<file path="src/rtl/ualink_mac_dot4.sv">
// Four-lane unsigned dot-product engine: captures two 64-bit words, accumulates one lane product
// per cycle. Optional saturating accumulator via `define MAC_SATURATE_EN (default: wrap-around).
module ualink_mac_dot4 #(
    parameter int unsigned DATA_WIDTH = 16,
    parameter int unsigned ARRAY_SIZE = 8
) (
    input  logic                      clk,
    input  logic                      rst,
    input  logic                      start_mac,
    input  logic [63:0]               doutb_a,
    input  logic [63:0]               doutb_b,
    output logic [2*DATA_WIDTH-1:0]   mac_result,
    output logic                      status_done
);

    localparam int unsigned NumLanes = 64 / DATA_WIDTH;
    localparam int unsigned AccW     = 2 * DATA_WIDTH;
    localparam int unsigned IdxW     = (NumLanes > 1) ? $clog2(NumLanes) : 1;
    localparam logic [IdxW-1:0] LastIdx = IdxW'(NumLanes - 1);

    // Elaboration-time sanity check on the configuration.
    if ((64 % DATA_WIDTH) != 0 || ARRAY_SIZE == 0) begin : g_bad_cfg
        $error("ualink_mac_dot4: DATA_WIDTH must divide 64 and ARRAY_SIZE must be nonzero");
    end

    typedef enum logic [1:0] {
        StIdle,
        StAcc,
        StDone
    } state_e;

    state_e            state_q, state_d;
    logic [63:0]       opa_q, opa_d;
    logic [63:0]       opb_q, opb_d;
    logic [AccW-1:0]   acc_q, acc_d;
    logic [IdxW-1:0]   idx_q, idx_d;
    logic [AccW-1:0]   result_q, result_d;
    logic              done_q, done_d;

    logic [DATA_WIDTH-1:0] lane_a [NumLanes];
    logic [DATA_WIDTH-1:0] lane_b [NumLanes];
    logic [AccW-1:0]       prod;
    logic [AccW-1:0]       acc_next;

    always_comb begin
        for (int k = 0; k < int'(NumLanes); k++) begin
            lane_a[k] = opa_q[k*DATA_WIDTH +: DATA_WIDTH];
            lane_b[k] = opb_q[k*DATA_WIDTH +: DATA_WIDTH];
        end
    end

    assign prod = AccW'(lane_a[idx_q]) * AccW'(lane_b[idx_q]);

`ifdef MAC_SATURATE_EN
    logic [AccW:0] sum_ext;

    // Products are non-negative, so once pinned at all-ones the sum stays there.
    always_comb begin
        sum_ext  = {1'b0, acc_q} + {1'b0, prod};
        acc_next = sum_ext[AccW] ? {AccW{1'b1}} : sum_ext[AccW-1:0];
    end
`else
    assign acc_next = acc_q + prod;
`endif

    always_comb begin
        state_d  = state_q;
        opa_d    = opa_q;
        opb_d    = opb_q;
        acc_d    = acc_q;
        idx_d    = idx_q;
        result_d = result_q;
        done_d   = done_q;

        case (state_q)
            StIdle, StDone: begin
                if (start_mac) begin
                    opa_d   = doutb_a;
                    opb_d   = doutb_b;
                    acc_d   = '0;
                    idx_d   = '0;
                    done_d  = 1'b0;
                    state_d = StAcc;
                end
            end
            StAcc: begin
                // start_mac is deliberately ignored until the last lane is folded in.
                acc_d = acc_next;
                idx_d = idx_q + IdxW'(1);
                if (idx_q == LastIdx) begin
                    result_d = acc_next;
                    done_d   = 1'b1;
                    idx_d    = '0;
                    state_d  = StDone;
                end
            end
            default: begin
                state_d = StIdle;
            end
        endcase
    end

    always_ff @(posedge clk) begin
        if (!rst) begin
            state_q  <= StIdle;
            opa_q    <= '0;
            opb_q    <= '0;
            acc_q    <= '0;
            idx_q    <= '0;
            result_q <= '0;
            done_q   <= 1'b0;
        end else begin
            state_q  <= state_d;
            opa_q    <= opa_d;
            opb_q    <= opb_d;
            acc_q    <= acc_d;
            idx_q    <= idx_d;
            result_q <= result_d;
            done_q   <= done_d;
        end
    end

    assign mac_result  = result_q;
    assign status_done = done_q;

endmodule

</file>
<file path="config.mk">
export PLATFORM = sky130hd
export DESIGN_NAME = ualink_mac_dot4
export DESIGN_NICKNAME = d
export VERILOG_FILES = /design/src/rtl/ualink_mac_dot4.sv
export SDC_FILE = /design/constraint.sdc
export NUM_CORES = 1
export LEC_CHECK = 0
export ABC_AREA = 1
export BUFFER_PORTS_ARGS = -buffer_cell sky130_fd_sc_hd__buf_2
export CAP_MARGIN = 25
export CORE_MARGIN = 2
export CORE_UTILIZATION = 50
export DETAILED_ROUTE_END_ITERATION = 8
export GPL_TIMING_DRIVEN = 0
export PLACE_DENSITY = 0.81
export SLEW_MARGIN = 40
export SYNTH_ARGS = -nofsm -noshare
export SYNTH_HDL_FRONTEND = slang
export SYNTH_SLANG_ARGS = --single-unit
export TNS_END_PERCENT = 20
</file>
<file path="constraint.sdc">
create_clock -name clk -period 8.4 [get_ports clk]
set_input_delay 0.84 -clock clk [delete_from_list [all_inputs] [get_ports clk]]
set_output_delay 0.84 -clock clk [all_outputs]
set_load 0.005 [all_outputs]
</file>
==> metrics, run 1 <==
run status=complete, no violations; Reg clk slew, reported paths=0.07 ns; max_slew headroom=0.426; Pwr Density=about 230 nW/um^2; CP Capture Type=flip-flop; largest net degree at the start of global routing=19; clock buffer depth=2; drt first pass iters=6; Fmax achieved=0.146 GHz; synth unique cells=34; top post-synthesis cells by count=525 x nand2_1, 475 x inv_1, 420 x nor2_1; Hold Vio Cnt, Final=0; Slew Viols, Final=0; area delta synth->final=10.8%; Cell Area, Synth=18100 sq um; FF+latch count, synth=197; endpoints failing setup=0; CP Launch Type=flip-flop; Post-Synthesis Cells=2427; via count=roughly 16000; post-DR wirelength/cell=17.6 um; Post-CTS Resized=0; Main synth FF type=dfxtp_1; area of the core region=35600 sq um; Max rail drop VDD=about 0.17 mV; Num CTS Buffers=17; GRT Overall Usage=0.297; FP Rows=69; Port Buffers=162; slew of the pin with the lowest slew margin=0.862 ns; routed vias/inst=about 5.3; Root Buffer=clkbuf_16; die area=37600 sq um; final worst slack=1.54 ns; RSZ-0062 raised after global routing=no; Inst Count DP=3050; drc violations=0; Yosys warnings=0; CP Max Fanout=10; Sum Neg Setup Slack=0 ns; hold path cells=2; EDFF count, synth=0; clock sink total=197; Routed Antenna Nets=0; hold crit path type=reg2reg; share of layout cells above drive strength 1=0.116; dominant cell by count in the synthesized netlist=nand2_1; die width=194 um; Cell Count, Final, Fillers Out=between 3000 and 4000; initial antenna violation count=0; Req. time, crit path=8.79 ns; dpl hpwl=45300 um; slowest stage delay, CP=around 0.55 ns; first-pass GRT wire length=87400 um; IO Pins=164; Post-DP Area=19400 sq um; drt total wl=54200 um; Initial Util=0.507; Worst EP arrival=7.25 ns; min Tclk post-route=6.86 ns; DRT iter0 DRCs=1561; Most common cell on crit path=fa_1; Post-CTS Setup Repair Bufs=0; CP Cell Sequence=inv_2 > buf_4 > buf_2 > nand2_1 > a32oi_1 > buf_2 > nand2_1 > fa_1 > fa_1 > fa_1 > inv_1 > fa_1 > fa_1 > inv_1 > fa_1 > inv_1 > ha_1 > nand2_1 > nor2_1 > nand3_1 > nand3b_1 > xor2_1 > nand2_1 > a21oi_1; Leak Pwr=10.2 nW; reg2reg path depth=24; Avg Inst Size Synth=7.44 sq um; Slowest-stage cell, CP=fa_1; die height=194 um; vias in the first global route=between 15000 and 20000; area leader, netlist=fa_1; design area=20000 sq um; routability cong.=0.973; Max-Cap Viols=0; sequential area share after synthesis=0.218; Yosys top cell area share=0.250; total power=approximately 4.6 mW; CTS HTree Levels=4; ys async rst share=0; Place WS=around 1.7 ns; Synth area leaders=fa_1 25%, dfxtp_1 22%, nand2_1 11%; Synth Net Count=2883; post-route clock period utilization=0.817; crit path kind=reg2reg; n_diodes=0; Hold-fix buffers, CTS=0; total grt overflow=0; nets@finish=3064; clk_skew=0.0109 ns; CTS tree=built; clk_lat worst skew=0.46 ns
-- report_power, final --
group | internal, mW | switching (mW) | total [mW]
Sequential | 1.03 | 0.0619 | 1.09
Combinational | 0.931 | 1.82 | 2.75
Clock | 0.396 | 0.390 | 0.786
Total | 2.35 | 2.27 | 4.63
-- layer usage --
| metal | global-route usage | share of wire | vias up |
|---|---|---|---|
| met1 | 0.389 | 0.41 | 7745 |
| met3 | 0.0607 | 0.090 | 145 |
| met2 | 0.476 | 0.45 | 746 |
| li1 | - | - | 7622 |
| met5 | 0 | 0 | - |
| met4 | 0.131 | 0.044 | 0 |
-- sequential cells by signal, summed over array words and instances (netlist names) --
register     flops
opb_q           64
mac_result      32
idx_q            2
status_done      1
state_q          2
acc_q           32
opa_q           64
-- critical path, delay by kind of cell (launching register included) --
family | cells | cell delay [ns]
AO/OA/AOI/OAI | 2 | 0.54
XOR/XNOR | 1 | 0.33
adder cells (fa/ha/maj) | 7 | 3.49
buffers and inverters | 7 | 1.03
flip-flops | 1 | 0.34
AND/OR/NAND/NOR | 7 | 1.06
-- through the flow --
| step | util | hold WS [ns] |
|---|---|---|
| 2_1_floorplan | - | 0.441 |
| 4_1_cts | 0.562 | 0.470 |
| 5_1_grt | 0.562 | 0.487 |
| 3_5_place_dp | 0.547 | 0.458 |
| 6_report | 0.562 | 0.464 |
| 3_3_place_gp | 0.547 | 0.446 |
-- final timing paths --
kind                                    from                         end  slack (ns)
setup / recovery       idx_q[0]$_SDFFE_PN0P_      acc_q[14]$_SDFFE_PN0P_        1.54
hold / removal    mac_result[4]$_SDFFE_PN0P_  mac_result[4]$_SDFFE_PN0P_        0.46
setup reg to reg       idx_q[0]$_SDFFE_PN0P_      acc_q[14]$_SDFFE_PN0P_        1.54
hold reg to reg   mac_result[4]$_SDFFE_PN0P_  mac_result[4]$_SDFFE_PN0P_        0.46
-- final cells by class --
type	count	area (sq um)
Fill cell	3301	15600
Buffer	96	526
Timing Repair Buffer	162	811
Tap cell	461	577
Inverter	504	1890
Clock inverter	14	123
Sequential cell	197	3940
Multi-Input combinational cell	1630	11700
Clock buffer	18	439
-- kinds of logic after synthesis --
family | Yosys count | synth area share
simple gates | 989 | 0.211
buf+inv | 600 | 0.134
flops | 197 | 0.218
fa+ha+maj | 325 | 0.319
compound gates | 299 | 0.110
xor+xnor | 17 | 0.00825
-- placed cells by master, fill, tap and decap left out, drive strengths merged --
cell      Yosys  final
nand2       526    526
fa          225    225
nor3          1      1
clkbuf       44     62
o21ai       148    148
clkinv        2     10
clkinvlp      0      1
inv         502    507
xnor2         2      2
ha          100    100
nor2        422    422
o21bai       18     18
a21o          3      3
a32oi        32     32
dfxtp       197    197
a21oi        91     91
and2          1      1
nand3b        7      7
xor2         15     15
nand3        29     29
o21a          7      7
nand4         3      3
buf          52    214
No activity file was read; power rests on OpenSTA's default activity.
==> inputs of run 2 (changes only) <==
==> constraint.sdc (replaced) <==
create_clock -name clk -period 6.5 [get_ports clk]
set_input_delay 0.65 -clock clk [delete_from_list [all_inputs] [get_ports clk]]
set_output_delay 0.65 -clock clk [all_outputs]
set_load 0.005 [all_outputs]
==> run 2 against run 1 <==
Clock power grew 30%. Non-clock buffer count increased by 35. Critical endpoint is now acc_q[19]$_SDFFE_PN0P_. Worst hold slack got worse by 0.062 ns. Final area grew 5.4%. Critical path type unchanged. Register-to-register slack got worse by 1.4 ns. Clock skew hardly changed. First-iteration DRC count decreased by 3.1%. Total power increased by 47%. Cell count increased by 1.2%.
==> metrics, run 2 (synthesis results as in run 1) <==
first-pass GRT wire length=87600 um; CP Launch Type=flip-flop; clock buffer depth=2; final hold slack=0.402 ns; biggest regs=opa_q: 64 flops, opb_q: 64 flops; IO Pins=164; dpl hpwl=45300 um; Port Buffers=162; die width=194 um; post-DR wirelength/cell=18.1 um; DRT iter0 DRCs=1512; hold crit path type=in2reg; RSZ-0062 raised after global routing=yes; Place WS=-0.216 ns; area of the core region=approximately 36000 sq um; Initial Util=0.507; run status=complete, no violations; Root Buffer=clkbuf_16; Hold Vio Cnt, Final=0; most common library cell in the layout ignoring fill and taps=nand2_1; die area=37600 sq um; Cell Count, Final, Fillers Out=slightly above 3000; Num CTS Buffers=17; Max-Cap Viols=0; endpoints failing setup=0; Worst EP arrival=6.71 ns; min Tclk post-route=6.32 ns; met3 usage=0.0611; gr busiest metal=met2; GRT Overall Usage=0.297; total grt overflow=0; Global Route met1 Usage=0.389; FP Rows=69; Pwr Density=322 nW/um^2; clock sink total=197; nets@finish=3100; area delta synth->final=16.8%; share of layout cells above drive strength 1=0.158; max_slew headroom=0.457; n_diodes=0; CTS HTree Levels=4; die height=194 um; Reg clk slew, reported paths=approximately 0.080 ns; routed vias/inst=5.31; post-route clock period utilization=0.972; Req. time, crit path=6.89 ns; total power=6.79 mW; Slew Viols, Final=0; initial antenna violation count=0; Inst Count DP=around 3100; Max rail drop VDD=0.255 mV; Fmax achieved=0.158 GHz; vias in the first global route=roughly 17000; drt first pass iters=6; slew of the pin with the lowest slew margin=0.815 ns; CP Max Fanout=10; CTS tree=built; clk_lat worst skew=0.46 ns; via count=16600; largest net degree at the start of global routing=19; Hold-fix buffers, CTS=0; Routed Antenna Nets=0; final worst slack=0.182 ns; routability cong.=0.973; commonest cells after routing, fill and taps aside=506 x nand2_1, 470 x inv_1, 404 x nor2_1, 223 x fa_1, 195 x dfxtp_1; crit path kind=reg2reg; CP Capture Type=flip-flop; Leak Pwr=roughly 11 nW; met2 Use GR=0.478; drc violations=0; drt total wl=56400 um; clk_skew=between 0.01 and 0.015 ns
run 2: changes by cell type in the layout (fill, tap and decap cells not counted), sizes merged:
cell	before	now
clkbuf	62	64
a32oi	32	33
inv	507	506
buf	214	247
clkinv	10	11
run 2: metal layers:
layer / part of all wire / wire (um)
met3: 0.086 / 4850
met1: 0.41 / 23200
met2: 0.46 / 26200
met4: 0.040 / 2250
met5: 0 / 0
run 2: metrics by stage:
| stage | setup TNS, ns | util | instance area [sq um] |
|---|---|---|---|
| floorplan | 0 | - | 18100 |
| global placement | -3.33 | 0.547 | 19400 |
| detailed placement | -4.47 | 0.547 | 19400 |
| CTS | -0.0486 | 0.568 | 20200 |
| global route | -0.447 | 0.593 | 21100 |
| finish | 0 | 0.593 | 21100 |
run 2: repair_timing:
action	in CTS	in global routing
endpoints found under the setup margin	40	40
gates resized for setup	29	126
setup buffers	5	28
pin swaps	3	45
cloned	0	3
run 2: path summary, 6_finish.rpt:
path / startpoint / end / slack, ns / depth (start not counted)
min reg2reg: mac_result[4]$_SDFFE_PN0P_ / mac_result[4]$_SDFFE_PN0P_ / 0.46 / 2
min: doutb_b[29] / opb_q[29]$_SDFFE_PN0P_ / 0.40 / 3
max reg2reg: idx_q[1]$_SDFFE_PN0P_ / acc_q[19]$_SDFFE_PN0P_ / 0.18 / 26
max: idx_q[1]$_SDFFE_PN0P_ / acc_q[19]$_SDFFE_PN0P_ / 0.18 / 26
run 2: power by group:
group | switching (mW) | internal (mW) | leakage (nW)
Clock | 0.509 | 0.511 | 0.278
Combinational | 2.71 | 1.65 | 8.61
Sequential | 0.0827 | 1.33 | 1.62
run 2: layout make-up:
| type | instances | area, sq um |
|---|---|---|
| clock buffer | 18 | 439 |
| multi-input combinational | 1631 | 12300 |
| tap | 461 | 577 |
| sequential | 197 | 3950 |
| clock inverter | 14 | 123 |
| inverter | 504 | 1910 |
| timing repair buffer | 197 | 1160 |
| fill | 3148 | 14500 |
| buffer | 96 | 617 |
run 2: critical path, stage by stage, from the launching register on:
cell      delay (ns)
dfxtp_2         0.34
clkinv_4        0.12
buf_2           0.30
a21oi_1         0.14
a32oi_4         0.31
buf_4           0.19
buf_12          0.11
nand2_1         0.07
fa_1            0.55
inv_1           0.06
fa_1            0.55
fa_1            0.43
fa_1            0.52
fa_1            0.53
inv_1           0.05
fa_1            0.50
inv_1           0.07
ha_4            0.30
nand2_1         0.12
nor2_2          0.18
nand2_1         0.09
inv_1           0.06
nand2_1         0.05
nand2_1         0.10
xor2_2          0.27
nand2_1         0.09
a21oi_1         0.13
